<file path="config.mk">
export PLATFORM = sky130hd
export DESIGN_NAME = parking_occupancy_ctrl_flat
export DESIGN_NICKNAME = d
export VERILOG_FILES = /design/src/rtl/parking_occupancy_ctrl_if.sv /design/src/rtl/parking_occupancy_ctrl.sv /design/src/flat_wrapper.sv
export SDC_FILE = /design/constraint.sdc
export NUM_CORES = 1
export LEC_CHECK = 0
export ABC_AREA = 1
export CORE_MARGIN = 2
export CORE_UTILIZATION = 45
export DETAILED_ROUTE_END_ITERATION = 10
export GPL_ROUTABILITY_DRIVEN = 0
export GPL_TIMING_DRIVEN = 0
export HOLD_SLACK_MARGIN = 0.12
export PLACE_DENSITY_LB_ADDON = 0.08
export SYNTH_ARGS = -nofsm -noshare
export SYNTH_HDL_FRONTEND = slang
export SYNTH_SLANG_ARGS = --single-unit
</file>
<file path="constraint.sdc">
create_clock -name clk -period 1.4 [get_ports clk]
set_input_delay 0.14 -clock clk [delete_from_list [all_inputs] [get_ports clk]]
set_output_delay 0.14 -clock clk [all_outputs]
set_load 0.02 [all_outputs]
</file>
<file path="src/rtl/parking_occupancy_ctrl_if.sv">
// ---------------------------------------------------------------------------
// parking_occupancy_ctrl_if : sensor/status bundle for the occupancy controller
// Revision 1.0 - initial release
// ---------------------------------------------------------------------------
`default_nettype none

interface parking_occupancy_ctrl_if #(
  parameter int CAPACITY  = 3,
  parameter int NUM_HOURS = 8,
  parameter int ENT_W     = 4
) ();
  localparam int CNT_W  = $clog2(CAPACITY + 1);
  localparam int HOUR_W = $clog2(NUM_HOURS);

  logic              car_enter;
  logic              car_exit;
  logic              incr_hour;
  logic [CNT_W-1:0]  occupancy;
  logic              is_full;
  logic              is_empty;
  logic              entry_rejected;
  logic [HOUR_W-1:0] hour;
  logic              day_done;
  logic              rush_valid;
  logic [HOUR_W-1:0] rush_start;
  logic [HOUR_W-1:0] rush_end;
  logic [HOUR_W-1:0] rd_addr;
  logic [ENT_W-1:0]  rd_entries;

  modport master (
    output car_enter, car_exit, incr_hour, rd_addr,
    input  occupancy, is_full, is_empty, entry_rejected, hour, day_done,
           rush_valid, rush_start, rush_end, rd_entries
  );

  modport slave (
    input  car_enter, car_exit, incr_hour, rd_addr,
    output occupancy, is_full, is_empty, entry_rejected, hour, day_done,
           rush_valid, rush_start, rush_end, rd_entries
  );
endinterface

`default_nettype wire

</file>
<file path="src/rtl/parking_occupancy_ctrl.sv">
// ---------------------------------------------------------------------------
// parking_occupancy_ctrl : car-park occupancy, hour, rush and per-hour history
// Optional history store enabled by `define PARKING_HISTORY_EN
// Revision 1.0 - initial release
// ---------------------------------------------------------------------------
`default_nettype none

module parking_occupancy_ctrl #(
  parameter int CAPACITY  = 3,
  parameter int NUM_HOURS = 8,
  parameter int ENT_W     = 4
) (
  input  logic                     clk,
  input  logic                     reset,
  parking_occupancy_ctrl_if.slave  bus
);
  localparam int CNT_W  = $clog2(CAPACITY + 1);
  localparam int HOUR_W = $clog2(NUM_HOURS);

  localparam logic [CNT_W-1:0]  c_CAP       = CNT_W'(CAPACITY);
  localparam logic [HOUR_W-1:0] c_LAST_HOUR = HOUR_W'(NUM_HOURS - 1);

  typedef enum logic [0:0] {HR_COUNTING = 1'b0, HR_DAY_DONE = 1'b1} hour_state_t;
  typedef enum logic [1:0] {RS_IDLE = 2'd0, RS_IN_RUSH = 2'd1, RS_CAPTURED = 2'd2} rush_state_t;

  logic              r_prev_ent, r_prev_ext, r_prev_hr;
  logic              r_ent_ev, r_ext_ev, r_hr_ev;
  logic [CNT_W-1:0]  r_occ;
  logic              r_entry_rejected;
  logic [HOUR_W-1:0] r_hour;
  logic              r_day_done;
  hour_state_t       r_hour_state;
  rush_state_t       r_rush_state;
  logic              r_rush_valid;
  logic [HOUR_W-1:0] r_rush_start;
  logic [HOUR_W-1:0] r_rush_end;

  logic              w_full, w_empty;
  logic [CNT_W-1:0]  w_occ_nxt;
  logic              w_accept, w_reject;

  assign w_full  = (r_occ == c_CAP);
  assign w_empty = (r_occ == '0);

  // Edges are registered once before they touch the counters.
  always_ff @(posedge clk) begin
    if (reset) begin
      r_prev_ent <= 1'b0;
      r_prev_ext <= 1'b0;
      r_prev_hr  <= 1'b0;
      r_ent_ev   <= 1'b0;
      r_ext_ev   <= 1'b0;
      r_hr_ev    <= 1'b0;
    end else begin
      r_prev_ent <= bus.car_enter;
      r_prev_ext <= bus.car_exit;
      r_prev_hr  <= bus.incr_hour;
      r_ent_ev   <= bus.car_enter & ~r_prev_ent;
      r_ext_ev   <= bus.car_exit  & ~r_prev_ext;
      r_hr_ev    <= bus.incr_hour & ~r_prev_hr;
    end
  end

  always_comb begin
    w_occ_nxt = r_occ;
    w_accept  = 1'b0;
    w_reject  = 1'b0;
    case ({r_ent_ev, r_ext_ev})
      2'b10: begin
        if (w_full) begin
          w_reject = 1'b1;
        end else begin
          w_occ_nxt = r_occ + 1'b1;
          w_accept  = 1'b1;
        end
      end
      2'b01: begin
        if (!w_empty) w_occ_nxt = r_occ - 1'b1;
      end
      2'b11:   w_accept = 1'b1;
      default: w_occ_nxt = r_occ;
    endcase
  end

  always_ff @(posedge clk) begin
    if (reset) begin
      r_occ            <= '0;
      r_entry_rejected <= 1'b0;
    end else begin
      r_occ            <= w_occ_nxt;
      r_entry_rejected <= w_reject;
    end
  end

  always_ff @(posedge clk) begin
    if (reset) begin
      r_hour_state <= HR_COUNTING;
      r_hour       <= '0;
      r_day_done   <= 1'b0;
    end else begin
      case (r_hour_state)
        HR_COUNTING: begin
          if (r_hr_ev) begin
            if (r_hour == c_LAST_HOUR) begin
              r_hour_state <= HR_DAY_DONE;
              r_day_done   <= 1'b1;
            end else begin
              r_hour <= r_hour + 1'b1;
            end
          end
        end
        HR_DAY_DONE: r_day_done <= 1'b1;
        default:     r_hour_state <= HR_COUNTING;
      endcase
    end
  end

  // Rush edges are qualified on a change of occupancy, so a swap at full does not re-trigger.
  always_ff @(posedge clk) begin
    if (reset) begin
      r_rush_state <= RS_IDLE;
      r_rush_valid <= 1'b0;
      r_rush_start <= '0;
      r_rush_end   <= '0;
    end else begin
      case (r_rush_state)
        RS_IDLE: begin
          if ((w_occ_nxt == c_CAP) && !w_full) begin
            r_rush_state <= RS_IN_RUSH;
            r_rush_start <= r_hour;
          end
        end
        RS_IN_RUSH: begin
          if ((w_occ_nxt == '0) && !w_empty) begin
            r_rush_state <= RS_CAPTURED;
            r_rush_end   <= r_hour;
            r_rush_valid <= 1'b1;
          end
        end
        RS_CAPTURED: r_rush_valid <= 1'b1;
        default:     r_rush_state <= RS_IDLE;
      endcase
    end
  end

`ifdef PARKING_HISTORY_EN
  localparam logic [HOUR_W:0] c_NUM_HOURS_EXT = (HOUR_W + 1)'(NUM_HOURS);

  logic [ENT_W-1:0] r_hist [NUM_HOURS];
  logic             w_rd_ok;

  always_ff @(posedge clk) begin
    if (reset) begin
      for (int i = 0; i < NUM_HOURS; i++) r_hist[i] <= '0;
    end else if (w_accept && (r_hist[r_hour] != '1)) begin
      r_hist[r_hour] <= r_hist[r_hour] + 1'b1;
    end
  end

  assign w_rd_ok        = ({1'b0, bus.rd_addr} < c_NUM_HOURS_EXT);
  assign bus.rd_entries = w_rd_ok ? r_hist[bus.rd_addr] : '0;
`else
  assign bus.rd_entries = '0;
`endif

  assign bus.occupancy      = r_occ;
  assign bus.is_full        = w_full;
  assign bus.is_empty       = w_empty;
  assign bus.entry_rejected = r_entry_rejected;
  assign bus.hour           = r_hour;
  assign bus.day_done       = r_day_done;
  assign bus.rush_valid     = r_rush_valid;
  assign bus.rush_start     = r_rush_start;
  assign bus.rush_end       = r_rush_end;

endmodule

`default_nettype wire
</file>
<file path="src/flat_wrapper.sv">
// flat-port wrapper written by rule: the top's interface ports become plain ports
module parking_occupancy_ctrl_flat 
#(
  parameter int CAPACITY  = 3,
  parameter int NUM_HOURS = 8,
  parameter int ENT_W     = 4
)
  (clk, reset, bus_car_enter, bus_car_exit, bus_incr_hour, bus_rd_addr, bus_occupancy, bus_is_full, bus_is_empty, bus_entry_rejected, bus_hour, bus_day_done, bus_rush_valid, bus_rush_start, bus_rush_end, bus_rd_entries);
  parking_occupancy_ctrl_if #(.CAPACITY(CAPACITY), .NUM_HOURS(NUM_HOURS), .ENT_W(ENT_W)) bus_i ();
  input  logic clk;
  input  logic reset;
  input wire logic [$bits(bus_i.car_enter)-1:0] bus_car_enter;
  input wire logic [$bits(bus_i.car_exit)-1:0] bus_car_exit;
  input wire logic [$bits(bus_i.incr_hour)-1:0] bus_incr_hour;
  input wire logic [$bits(bus_i.rd_addr)-1:0] bus_rd_addr;
  output wire logic [$bits(bus_i.occupancy)-1:0] bus_occupancy;
  output wire logic [$bits(bus_i.is_full)-1:0] bus_is_full;
  output wire logic [$bits(bus_i.is_empty)-1:0] bus_is_empty;
  output wire logic [$bits(bus_i.entry_rejected)-1:0] bus_entry_rejected;
  output wire logic [$bits(bus_i.hour)-1:0] bus_hour;
  output wire logic [$bits(bus_i.day_done)-1:0] bus_day_done;
  output wire logic [$bits(bus_i.rush_valid)-1:0] bus_rush_valid;
  output wire logic [$bits(bus_i.rush_start)-1:0] bus_rush_start;
  output wire logic [$bits(bus_i.rush_end)-1:0] bus_rush_end;
  output wire logic [$bits(bus_i.rd_entries)-1:0] bus_rd_entries;
  assign bus_i.car_enter = bus_car_enter;
  assign bus_i.car_exit = bus_car_exit;
  assign bus_i.incr_hour = bus_incr_hour;
  assign bus_i.rd_addr = bus_rd_addr;
  assign bus_occupancy = bus_i.occupancy;
  assign bus_is_full = bus_i.is_full;
  assign bus_is_empty = bus_i.is_empty;
  assign bus_entry_rejected = bus_i.entry_rejected;
  assign bus_hour = bus_i.hour;
  assign bus_day_done = bus_i.day_done;
  assign bus_rush_valid = bus_i.rush_valid;
  assign bus_rush_start = bus_i.rush_start;
  assign bus_rush_end = bus_i.rush_end;
  assign bus_rd_entries = bus_i.rd_entries;
  parking_occupancy_ctrl #(.CAPACITY(CAPACITY), .NUM_HOURS(NUM_HOURS), .ENT_W(ENT_W)) u_core (.clk(clk), .reset(reset), .bus(bus_i));
endmodule
</file>
==> results.json <==
{
  "status": "complete, no violations",
  "via_count": 795,
  "drc": 0,
  "drive_gt1_share_pct": 21.5,
  "cp_slowest_cell": "dfxtp_2",
  "synth_area_sq_um": 950,
  "critical-path-max-stage-delay_ns": 0.34,
  "synth_compound_area_share_pct": 10.4,
  "synth_fa_ha_area_share_pct": 5.27,
  "synthTopCellsByArea": "dfxtp_1, inv_1, nand2_1",
  "syn-instance-count": 121,
  "track_usage_pct": 14.9,
  "post-synth-top-area-cell": "dfxtp_1",
  "start_util_pct": 47.9,
  "cp.required_ns": 1.62,
  "clock_skew_ns": 0.00406,
  "firstDrtPassIters": 4,
  "synth_cell_types": 21,
  "cts.sinks": 23,
  "die-width_um": 49.9,
  "layout_min_cycle_time_ns": 1.36,
  "rsz0062_at_grt": "true",
  "p_leak_nw": 0.637,
  "path_max_fanout": 3,
  "ys_seq_elements": 23,
  "ioPinCount": 28,
  "yosys_warnings": 0,
  "yosys-mux-area-fraction_pct": 0,
  "critPathTopFamily": "simple AND/OR/NAND/NOR gates",
  "synthXorXnorAreaFrac_pct": 0,
  "max_freq_mhz": 735,
  "p_per_area_nw_per_um2": 878,
  "min_period_over_period_pct": 97.2,
  "drt_iter0_drc": 8,
  "core_area_sq_um": 1980,
  "irDropWorstVdd_mv": 0.598,
  "io_buffers": 20,
  "drv_cap": 0,
  "synth_top_family_by_area": "simple AND/OR/NAND/NOR gates",
  "critPathBufInv": 1,
  "syn_area_per_cell_sq_um": 7.85,
  "via_per_inst": 4.52,
  "hold_viol": 0,
  "cp_cell_sequence": "buf_4, ha_1, nand2_2, nand2_2, nand3_2, nand3_2, nor2_4, nand3_1, nand2_1, nor2_1",
  "startpoint_type": "flip-flop",
  "finalSetupViolCount": 0,
  "grt_first_pass_wirelength_mm": 2.83,
  "grt-ovfl-total": 0,
  "cts_hold_buf": 0,
  "cts_tree": "yes",
  "cp.arrival_ns": 1.58,
  "ant_nets": 0,
  "yosys.area_share.simple_pct": 22.7,
  "syn2layout_area_growth_pct": 33.1,
  "first_global_vias": 695,
  "hp-class": "in2reg",
  "p_total_mw": 1.11,
  "root_buffer": "clkbuf_4",
  "crit_path_end_kind": "flip-flop",
  "antenna_cells": 0,
  "hpwlAfterDp_mm": 1.24,
  "antenna_found_initial": 0,
  "grt_max_degree": 14,
  "rows": 16,
  "cts.reportedPaths.clkPinSlew_ns": 0.13,
  "die_height_um": 49.9,
  "wirelength_mm": 1.72,
  "ys_seq_area_share_pct": 48.5,
  "clk_path_buf_depth": 2,
  "fin_nets": 162,
  "clk_latency_ns": 0.30,
  "maxSlewViolCount": 0,
  "die_area_sq_um": 2490,
  "postLayoutCoreUtil_pct": 63.8,
  "wire_per_inst_um": 9.80,
  "path_class": "reg2reg",
  "htree_levels": 1,
  "synth_top_cell_area_share_pct": 48.5,
  "cts_buffers": 3
}
-- report_power, final --
part           total, mW  leakage (nW)  switching, mW  internal (mW)
sequential         0.681         0.188        0.00998          0.671
clock              0.302        0.0177          0.196          0.107
combinational      0.127         0.431         0.0735         0.0534
total               1.11         0.637          0.279          0.831
-- what timing repair did --
action / 4_1_cts / 5_1_grt
resized for setup: 21 / 18
buffers inserted: 0 / 1
pin swaps: 2 / 2
setup endpoints to repair: 21 / 12
-- kinds of logic (layout without fill, tap and decap cells) --
family          count (synthesis)  after routing
fa+ha+maj                       4              4
other cells                     1              4
flops                          23             23
compound gates                 19             19
simple gates                   48             48
buf+inv                        26             51
-- cells in the final DEF, fill, tap and decap left out, types with 2 or more instances in the layout --
master,synthesis,final
a21oi_1,10,10
buf_4,4,6
clkbuf_4,0,3
clkdlybuf4s50_1,0,4
conb_1,1,4
dfxtp_1,23,20
dfxtp_2,0,3
dlygate4sd2_1,0,13
ha_1,4,3
inv_1,18,16
inv_2,1,2
nand2_1,16,15
nand2_2,2,3
nand3_1,6,3
nand3_2,1,4
nor2_1,15,14
nor2_2,3,2
nor2_4,0,2
nor3_1,3,3
o21ai_0,8,6
o21ai_1,0,2
-- worst reg2reg max path, stage by stage, from the launching register on --
cell     delay [ns]
dfxtp_2        0.34
buf_4          0.12
ha_1           0.19
nand2_2        0.09
nand2_2        0.06
nand3_2        0.07
nand3_2        0.08
nor2_4         0.14
nand3_1        0.08
nand2_1        0.07
nor2_1         0.04
-- flip-flops by register name, summed over array words and instances, names as in the netlist --
signal / count
u_core.bus.rush_end: 3
u_core.r_prev_ext: 1
u_core.r_ent_ev: 1
u_core.bus.day_done: 1
u_core.bus.rush_valid: 1
u_core.bus.rush_start: 3
u_core.bus.occupancy: 2
u_core.r_prev_hr: 1
u_core.r_rush_state: 2
u_core.r_ext_ev: 1
u_core.r_prev_ent: 1
u_core.r_hr_ev: 1
u_core.bus.entry_rejected: 1
u_core.bus.hour: 3
u_core.r_hour_state: 1
-- metal layers --
metal / part of all wire [%] / GRT usage, % / vias to the layer above / routed length [um]
li1: - / - / 431 / -
met1: 47 / 19.5 / 346 / 806
met2: 49 / 22.9 / 16 / 838
met3: 3.8 / 3.64 / 2 / 66
met4: 0.70 / 6.94 / 0 / 12
met5: 0 / 0 / - / 0
-- through the flow --
step	setup TNS (ns)	cells	hold WS (ns)	area [sq um]	worst slack, ns
2_1_floorplan	0	124	0.218	961	0.112
5_1_grt	-0.0815	176	0.353	1260	-0.0339
3_3_place_gp	-0.0335	171	0.377	1190	-0.0251
4_1_cts	-0.0899	175	0.347	1220	-0.0899
6_report	0	176	0.355	1260	0.0389
3_5_place_dp	-0.204	171	0.377	1190	-0.0505
-- area by class of cell --
| cell class | count | area (sq um) |
|---|---|---|
| fill | 184 | 718 |
| sequential | 23 | 464 |
| multi-input combinational | 75 | 428 |
| timing repair buffer | 21 | 186 |
| inverter | 19 | 73.8 |
| buffer | 7 | 50.0 |
| tap | 27 | 33.8 |
| clock buffer | 3 | 22.5 |
| clock inverter | 1 | 5.00 |
-- cell usage after synthesis --
cell	number
ha_1	4
inv_1	18
or2_1	1
nor3_1	3
nand2_2	2
dfxtp_1	23
nor2_1	15
buf_4	4
nand4_1	1
buf_2	1
buf_6	1
o21ai_0	8
inv_2	1
nand2_1	16
o2111ai_1	1
conb_1	1
nand3_2	1
nor2_2	3
a21oi_1	10
buf_1	1
nand3_1	6
-- worst paths after layout --
kind / cells past startpoint / end / slack [ns] / startpoint
hold / removal: 3 / u_core.r_ent_ev / 0.36 / bus_car_enter
hold reg to reg: 1 / u_core.r_ent_ev / 0.39 / u_core.r_prev_ent
setup reg to reg: 10 / u_core.bus.rush_end[0] / 0.04 / u_core.r_ext_ev
setup / recovery: 10 / u_core.bus.rush_end[0] / 0.04 / u_core.r_ext_ev
No activity file was read; power rests on OpenSTA's default activity.
